`config.mk`:
```
export PLATFORM = sky130hd
export DESIGN_NAME = inst_fetch_unit
export DESIGN_NICKNAME = d
export VERILOG_FILES = /design/src/rtl/inst_fetch_unit.sv
export SDC_FILE = /design/constraint.sdc
export NUM_CORES = 1
export LEC_CHECK = 0
export CAP_MARGIN = 20
export CORE_MARGIN = 2
export CORE_UTILIZATION = 43
export DETAILED_ROUTE_END_ITERATION = 10
export PLACE_DENSITY = 0.95
export SLEW_MARGIN = 0
export SYNTH_ARGS = -nofsm -noshare
export SYNTH_HDL_FRONTEND = slang
export SYNTH_SLANG_ARGS = --single-unit
```
`constraint.sdc`:
```
create_clock -name clk -period 4.1 [get_ports clk]
set_clock_uncertainty 0.05 [all_clocks]
set_input_delay 0.82 -clock clk [delete_from_list [all_inputs] [get_ports clk]]
set_output_delay 0.82 -clock clk [all_outputs]
set_load 0.01 [all_outputs]
```
`src/rtl/inst_fetch_unit.sv`:
```
// Instruction fetch stage: one outstanding instruction read, decoder handshake,
// then waits for the writeback next-PC before fetching again.
module inst_fetch_unit #(
    parameter logic [31:0] RESET_PC = 32'h8000_0000,
    parameter int          TIMEOUT  = 255,
    parameter logic [31:0] NOP_INST = 32'h0000_0013
) (
    input  logic        clk,
    input  logic        rst,
    output logic        mem_req_valid,
    input  logic        mem_req_ready,
    output logic [31:0] mem_req_addr,
    input  logic        mem_rsp_valid,
    output logic        mem_rsp_ready,
    input  logic [31:0] mem_rsp_data,
    input  logic        mem_rsp_err,
    output logic        inst_valid,
    input  logic        inst_ready,
    output logic [31:0] inst,
    output logic [31:0] pc,
    output logic        fetch_fault,
    input  logic        npc_valid,
    input  logic [31:0] npc
);

    localparam logic [7:0] TMO = TIMEOUT[7:0];

    typedef enum logic [2:0] {
        S_BOOT,
        S_REQ,
        S_WAIT,
        S_OUT,
        S_NPC
    } state_t;

    state_t      state;
    state_t      state_n;
    logic [31:0] pc_n;
    logic [31:0] inst_n;
    logic        fault_n;
    logic [7:0]  cnt;
    logic [7:0]  cnt_n;
    logic [7:0]  cnt_inc;

    always_ff @(posedge clk or negedge rst) begin
        if (!rst) begin
            state <= S_BOOT;
        end else begin
            state <= state_n;
        end
    end

    always_ff @(posedge clk or negedge rst) begin
        if (!rst) begin
            pc          <= RESET_PC;
            inst        <= '0;
            fetch_fault <= 1'b0;
            cnt         <= '0;
        end else begin
            pc          <= pc_n;
            inst        <= inst_n;
            fetch_fault <= fault_n;
            cnt         <= cnt_n;
        end
    end

    always_comb begin
        state_n = state;
        pc_n    = pc;
        inst_n  = inst;
        fault_n = fetch_fault;
        cnt_n   = cnt;
        // saturating count; never wraps past TIMEOUT
        cnt_inc = (cnt == TMO) ? cnt : cnt + 8'd1;
        unique case (state)
            S_BOOT: begin
                state_n = S_REQ;
            end
            S_REQ: begin
                if (mem_req_ready) begin
                    state_n = S_WAIT;
                    cnt_n   = '0;
                end
            end
            S_WAIT: begin
                // a response in the expiry cycle takes priority over the timeout
                if (mem_rsp_valid) begin
                    state_n = S_OUT;
                    fault_n = mem_rsp_err;
                    inst_n  = mem_rsp_err ? NOP_INST : mem_rsp_data;
                end else begin
                    cnt_n = cnt_inc;
                    if (cnt_inc == TMO) begin
                        state_n = S_OUT;
                        fault_n = 1'b1;
                        inst_n  = NOP_INST;
                    end
                end
            end
            S_OUT: begin
                if (inst_ready) begin
                    state_n = S_NPC;
                end
            end
            S_NPC: begin
                if (npc_valid) begin
                    pc_n = npc;
                    if (npc[1:0] != 2'b00) begin
                        state_n = S_OUT;
                        fault_n = 1'b1;
                        inst_n  = NOP_INST;
                    end else begin
                        state_n = S_REQ;
                    end
                end
            end
            default: begin
                state_n = S_BOOT;
            end
        endcase
    end

    assign mem_req_valid = (state == S_REQ);
    assign mem_rsp_ready = (state == S_WAIT);
    assign inst_valid    = (state == S_OUT);
    assign mem_req_addr  = pc;

endmodule
```
* Word-level counts from Yosys, hierarchy flattened
Cells that the tools add are included.
** Operators by class
- Add/sub/neg operators :: 1
- Eq/ne operators :: 12
- Multiplexer cells :: 22
- Reduce and logical (&&, ||, !) cells :: 8
** Operators by type and width (number)
- 2-to-1 mux 32 bit :: 5
- one-hot mux 32 bit (2 select lines) :: 1
- 2-to-1 mux 8 bit :: 3
- equality test 8 bit (second input constant) :: 2
- one-hot mux 8 bit (2 select lines) :: 1
- 2-to-1 mux 3 bit :: 5
- one-hot mux 3 bit (5 select lines) :: 1
- adder 8 x 1 -> 8 bit (second input constant) :: 1
- AND reduction 4 bit :: 2
- equality test 3 x 2 -> 1 bit (second input constant) :: 2
- != test 2 bit (second input constant) :: 3
- nonzero test 2 bit :: 3
- 2-to-1 mux 1 bit :: 4
- != test 2 x 1 -> 1 bit (second input constant) :: 2
- equality test 3 x 1 -> 1 bit (second input constant) :: 1
- equality test 3 bit (second input constant) :: 1
- logical NOT 3 bit :: 1
- != test 3 x 2 -> 1 bit (second input constant) :: 1
- AND reduction 3 bit :: 1
- 2-to-1 mux 2 bit :: 1
- one-hot mux 1 bit (2 select lines) :: 1
- AND reduction 2 bit :: 1
** Storage, ports and cells
- Register bits :: 76
- Input bits :: 71
- Output and inout bits :: 100
- Logic and storage cells :: 48

* Logic depth before layout (Yosys ltp)
Gate-level depths: netlist (run 1).
- Word-level depth :: 6
- Depth in mapped cells :: 7
- Depth with buffers taken out :: 6

* Least setup slack after synthesis (run 1)
OpenSTA, ideal clock, no wires.
- Path type :: register -> register
- From :: register cnt[0]
- To :: register inst[10]
- Setup time :: 121 ps
- Data arrival time :: 1909 ps
- Required time :: 3929 ps
- Slack :: 2020 ps
- Cell stages (with the launch flop) :: 8
- Buffers on the path :: 1
- Period minus slack after synthesis :: 2080 ps
- Cells stage by stage :: dfrtp_1 -> ha_1 -> and2_2 -> and2_4 -> mux2i_1 -> o32a_4 -> buf_6 -> a22o_1
** On the way
- Longest elaborated chain between the ends :: 5
- Elaborated cells on any way between the ends :: 6
- Those cells by class :: add/sub (1); eq/ne (3); mux (1); reduce/logical (1)
** RTL lines
- start, declared :: RTL line 41 : logic [7:0] cnt;
- start signal, assigned :: RTL line 63 : cnt <= cnt_n;
- adder 8 x 1 -> 8 bit or equality test 8 bit (tied branches) :: RTL line 74 : cnt_inc = (cnt == TMO) ? cnt : cnt + 8'd1;
- 2-to-1 mux 8 bit (*) :: RTL line 74
- equality test 8 bit (*) :: RTL line 93 : if (cnt_inc == TMO) begin
- != test 3 x 2 -> 1 bit (no line) (*)
- AND reduction 4 bit (no line) (*)
- end signal, assigned :: RTL line 61 : inst <= inst_n;
- end, declared :: RTL line 19 : output logic [31:0] inst,
Every way passes the cells marked *; elsewhere a longest branch is shown, timed or not.
A chain may end at the register's enable or synchronous reset.

* Worst setup path in the final report (run 1)
- From :: register state[2]
- To :: output port mem_rsp_ready
** On the way
- Longest elaborated chain between the ends :: 1
** RTL lines
- start, declared :: RTL line 36 : state_t state;
- start signal, assigned :: RTL line 49 : state <= state_n;
- equality test 3 x 2 -> 1 bit :: RTL line 124 : assign mem_rsp_ready = (state == S_WAIT);
- end, declared :: RTL line 14 : output logic mem_rsp_ready,
No other way between the ends.

==> results.yml, run 1 <==
synthesis:
  synthTopCellsByCount: "75 x dfrtp_1, 33 x buf_4, 32 x mux2_2"
  synthTopCellsByArea: "dfrtp_1 55%, mux2_2 11%, a22o_1 7.8%"
  ys_types: 39
  ys_seq_area_frac: 0.562
  synth_largest_area_cell: "dfrtp_1"
  ys_seq_elements: 76
  syn_area_per_cell_sq_um: 12.1
  syn_area_sq_um: 3390
  synth.most_common_cell: "dfrtp_1"
  async_flop_share: 1.00
  synth-warning-count: 0
  synth_top_area_frac: 0.554
  ys.flop_type: "dfrtp_1"
  syn_inst: 280
  synth-edff-count: 0
  syn-num-nets: 352
drt:
  wire_per_inst_um: 16.8
  drt_iter0_markers: 168
  viasPerCell: 5.15
  drc: 0
  final_antenna_net_count: 0
  dr.pass1.iters: 4
  dr_total_vias: 2706
  finalWirelength_um: 8810
worst_hold_path:
  worstHoldStart: "inst[22]"
  hold_end: "inst[22]"
  hold_depth: 1
  hold_path_class: "register to register"
finish:
  antenna_cells: 0
  final_core_utilization: 0.670
  layout.cells.non_filler: 525
  drive_above_1_share: 0.137
  n_fill_cell: 569
  post-route-cell-area_sq_um: 5150
  area_growth_pct: 52.0
  final_nets: 490
sta:
  setup_tns_ns: 0
  period_share: 0.678
  maxSlewHeadroom: 0.369
  finalHoldViolCount: 0
  finalCriticalPeriod_ns: 2.78
  worst_pin_slew_ns: 0.947
  fmax_ghz: 0.360
  slew_violations: 0
  setup_viol: 0
  rsz0062_at_grt: "no"
grt:
  grt_max_degree: 77
  grt_busiest_layer: "met2"
  grt_use_met2: 0.374
  grt_usage: 0.207
  antenna_found_initial: 0
  grt_overflow_total: 0
  use_met1: 0.243
  gr-usage-met3: 0.0561
  grt_pass1_wl_um: 13900
  grt_pass1_vias: 2719
place:
  numPortBuffers: 170
  placed_cells: 509
  place.gp.congestion: 0.813
  placed_area_sq_um: 4920
  dp_hpwl_um: 6510
worst_setup_path:
  r2r_slack_ns: 1.80
  max_stage_delay_ns: 0.59
  crit_chain: "nand2b_1, nor2_1, clkdlybuf4s50_1"
  crit_type: "register to output pin"
  reg2reg_depth: 6
  cp-start-kind: "register"
  rr_endpoint: "inst[6]"
  crit_required_ns: 3.23
  cp_max_fo: 8
  cp-end-kind: "output pin"
  crit_arrival_ns: 1.91
  cpMaxStageDelayCell: "clkdlybuf4s50_1"
  r2r-start: "cnt[0]"
clocking:
  htree_levels: 3
  clk_pin_slew_worst_paths_ns: 0.08
  cts_sinks: 76
  clock_latency_ns: 0.34
  cts_tree: "done"
  clockBufferDepth: 2
  hold_buffers: 0
  cts_buffers: 9
  cts-resized-gates: 0
  post_cts.repair.setup_buffers: 0
  cts-root-buf: "clkbuf_8"
power_and_ir_drop:
  power_density_nw_per_um2: 722
  vdd_drop_max_v: 0.000294
  p_leak_nw: 2.20
floorplanning:
  die_w_um: 92.8
  core_region_area_sq_um: 7690
  io_pins: 171
  die_area_sq_um: 8600
  start_util: 0.441
  die_height_um: 92.8
  num_rows: 32
status:
  status: "complete, no violations"
job:
  max_cap_viol_count: 0
cells by family after synthesis:
family,share of synthesized area
muxes,0.112
DFF,0.562
and+or+nand+nor,0.0743
buffers and inverters,0.105
adders and majority gates,0.00369
AOI/OAI and AO/OA,0.143
worst max-delay path by stage:
stage | slack (ns) | end | from | cells after the start
2_1_floorplan | 2.02 | inst[10] | cnt[0] | 7
3_3_place_gp | 1.67 | mem_req_addr[7] | npc_valid | 5
3_5_place_dp | 1.57 | mem_req_addr[19] | npc_valid | 5
4_1_cts | 1.33 | mem_rsp_ready | state[2] | 3
5_1_grt | 1.25 | inst_valid | state[0] | 3
6_report | 1.32 | mem_rsp_ready | state[2] | 3
sequential cells by signal, indices dropped and copies added (netlist names):
signal        count
fetch_fault       1
cnt               8
state             3
mem_req_addr     32
inst             32
power by group:
group / switching, mW / internal, mW
clock: 0.296 / 0.353
combinational: 0.654 / 1.10
sequential: 0.255 / 1.06
routing by layer:
metal	vias up	share of wire
li1	1240	-
met1	1331	0.38
met2	124	0.53
met3	11	0.070
met4	0	0.013
met5	-	0
per-stage QoR:
step                worst slack, ns  total power, mW  hold WS [ns]
floorplan                      2.02             2.18         0.437
global placement               1.67             3.03         0.434
detailed placement             1.57             3.09         0.431
CTS                            1.33             3.75         0.459
global route                   1.25             3.92         0.473
finish                         1.32             3.72         0.453
worst max-delay path: cells and delay by family, from the launching register on:
family,cells,cell delay (ns)
AND/OR/NAND/NOR,2,0.50
buffers and inverters,1,0.59
flip-flops,1,0.47
placed cells by master, fill, tap and decap left out, types with 6 or more instances in the layout:
master and count:
dfrtp_1 75, nand2_1 11, clkbuf_8 9, mux2_2 32, inv_1 8, a21oi_1 16, o21ai_0 6, a22o_1 30
nor2_1 15, clkdlybuf4s50_1 169
cell type report:
class / instances / area (sq um) / share of cell area
Tap cell: 102 / 128 / 0.0248
Inverter: 8 / 30.0 / 0.00583
Multi-Input combinational cell: 150 / 1140 / 0.221
Clock buffer: 9 / 124 / 0.0241
Timing Repair Buffer: 173 / 1720 / 0.334
Clock inverter: 7 / 105 / 0.0204
Sequential cell: 76 / 1900 / 0.370
Power figures use the tool's default switching activity.
==> inputs of run 2 (changes only) <==
--- a/config.mk
+++ b/config.mk
@@ -7,9 +7,9 @@
 export LEC_CHECK = 0
 export CAP_MARGIN = 20
 export CORE_MARGIN = 2
-export CORE_UTILIZATION = 43
+export CORE_UTILIZATION = 40
 export DETAILED_ROUTE_END_ITERATION = 10
-export PLACE_DENSITY = 0.95
+export PLACE_DENSITY = 0.9
 export SLEW_MARGIN = 0
 export SYNTH_ARGS = -nofsm -noshare
 export SYNTH_HDL_FRONTEND = slang
==> constraint.sdc (replaced) <==
create_clock -name clk -period 2.78 [get_ports clk]
set_clock_uncertainty 0.05 [all_clocks]
set_input_delay 0.556 -clock clk [delete_from_list [all_inputs] [get_ports clk]]
set_output_delay 0.556 -clock clk [all_outputs]
set_load 0.01 [all_outputs]
==> results.yml, run 2 (same netlist as run 1, synthesis figures left out) <==
worst_setup_path:
  cp-end-kind: "output pin"
  crit_arrival_ns: 1.79
  crit_chain: "nand2b_1, nor2_1, clkdlybuf4s50_1"
  cpMaxStageDelayCell: "clkdlybuf4s50_1"
  critPathBufInv: 1
  cp-startpoint: "state[1]"
  crit_type: "register to output pin"
  cp_max_fo: 10
  max_stage_delay_ns: 0.58
  r2r-start: "cnt[0]"
  path_delay_family: "buffers and inverters"
  cp-start-kind: "register"
  crit_required_ns: 2.17
job:
  max_cap_viol_count: 0
drt:
  drt_iter0_markers: 48
  dr.pass1.iters: 4
  drc: 0
  finalWirelength_um: 8750
  dr_total_vias: 2680
  final_antenna_net_count: 0
  wire_per_inst_um: 16.5
  viasPerCell: 5.07
place:
  dp_slack_ns: 0.494
  numPortBuffers: 170
  place.gp.congestion: 0.812
  dp_hpwl_um: 6510
finish:
  antenna_cells: 0
  layout_commonest_cell: "clkdlybuf4s50_1"
  final_nets: 491
  area_growth_pct: 50.9
  drive_above_1_share: 0.139
  final_cell_mix: "169 x clkdlybuf4s50_1, 75 x dfrtp_1, 32 x mux2_2, 30 x a22o_1, 16 x a21oi_1"
floorplanning:
  core_region_area_sq_um: 8220
  start_util: 0.412
  io_pins: 171
  die_height_um: 96.0
  die_area_sq_um: 9220
  num_rows: 33
  die_w_um: 96.0
clocking:
  post_cts.repair.setup_buffers: 0
  hold_buffers: 0
  cts-resized-gates: 0
  cts_sinks: 76
  clk_pin_slew_worst_paths_ns: 0.09
  cts_buffers: 9
  cts_tree: "done"
  cts-root-buf: "clkbuf_8"
  htree_levels: 3
  clockBufferDepth: 2
  clock_latency_ns: 0.35
worst_hold_path:
  hold_path_class: "primary input to asynchronous set/reset pin"
power_and_ir_drop:
  vdd_drop_max_v: 0.000373
  power_density_nw_per_um2: 1030
  p_leak_nw: 2.18
sta:
  period_share: 0.863
  setup_tns_ns: 0
  setup_ws_ns: 0.381
  worst_pin_slew_ns: 0.940
  slew_violations: 0
  setup_viol: 0
  finalHoldViolCount: 0
  maxSlewHeadroom: 0.373
  fmax_ghz: 0.417
  finalCriticalPeriod_ns: 2.40
  rsz0062_at_grt: "no"
grt:
  grt_pass1_vias: 2629
  grt_usage: 0.188
  grt_pass1_wl_um: 13000
  grt_overflow_total: 0
  grt_max_degree: 77
  antenna_found_initial: 0
status:
  status: "complete, no violations"
## run 2: cell types whose count changed in the layout (fill, tap and decap cells not counted), sizes merged
cell	delta
buf	+1
bufinv	-2
clkbuf	+1
clkinv	+3
clkinvlp	+1
inv	-3
## run 2: per-layer routing
metal  GRT usage  vias up  share of wire
li1            -     1251              -
met1       0.213     1297           0.38
met2       0.330      118           0.52
met3      0.0595       14          0.079
met4      0.0679        0          0.020
met5           0        -              0
## run 2: final cells by class
cell class / count / area, sq um
Clock buffer: 10 / 138
Clock inverter: 6 / 38.8
Fill cell: 662 / 3100
Inverter: 8 / 30.0
Multi-Input combinational cell: 150 / 1140
Sequential cell: 76 / 1900
Tap cell: 105 / 131
Timing Repair Buffer: 174 / 1730
## run 2: stage by stage
stage	total power, mW	instances	cell area (sq um)	hold slack (ns)	util
finish	5.29	529	5110	0.293	0.622
global route	5.63	529	5110	0.369	0.622
CTS	5.36	529	5110	0.335	0.622
detailed placement	4.59	513	4940	0.432	0.601
global placement	4.48	513	4940	0.433	0.601
floorplan	3.21	280	3390	0.210	-
## run 2: where the power goes
part / total (mW) / internal (mW) / switching (mW)
combinational: 2.59 / 1.62 / 0.973
clock: 0.760 / 0.347 / 0.413
sequential: 1.94 / 1.57 / 0.373
total: 5.29 / 3.53 / 1.76
## run 2: final timing paths
path                            slack [ns]  cells after the start       endpoint
worst max register to register        0.46                      6       inst[27]
min in group clk                      0.45                      1        inst[7]
worst min-delay path                  0.29                      1         cnt[1]
worst min register to register        0.45                      1        inst[7]
max in group asynchronous             1.76                      1    fetch_fault
worst max-delay path                  0.38                      3  mem_rsp_ready
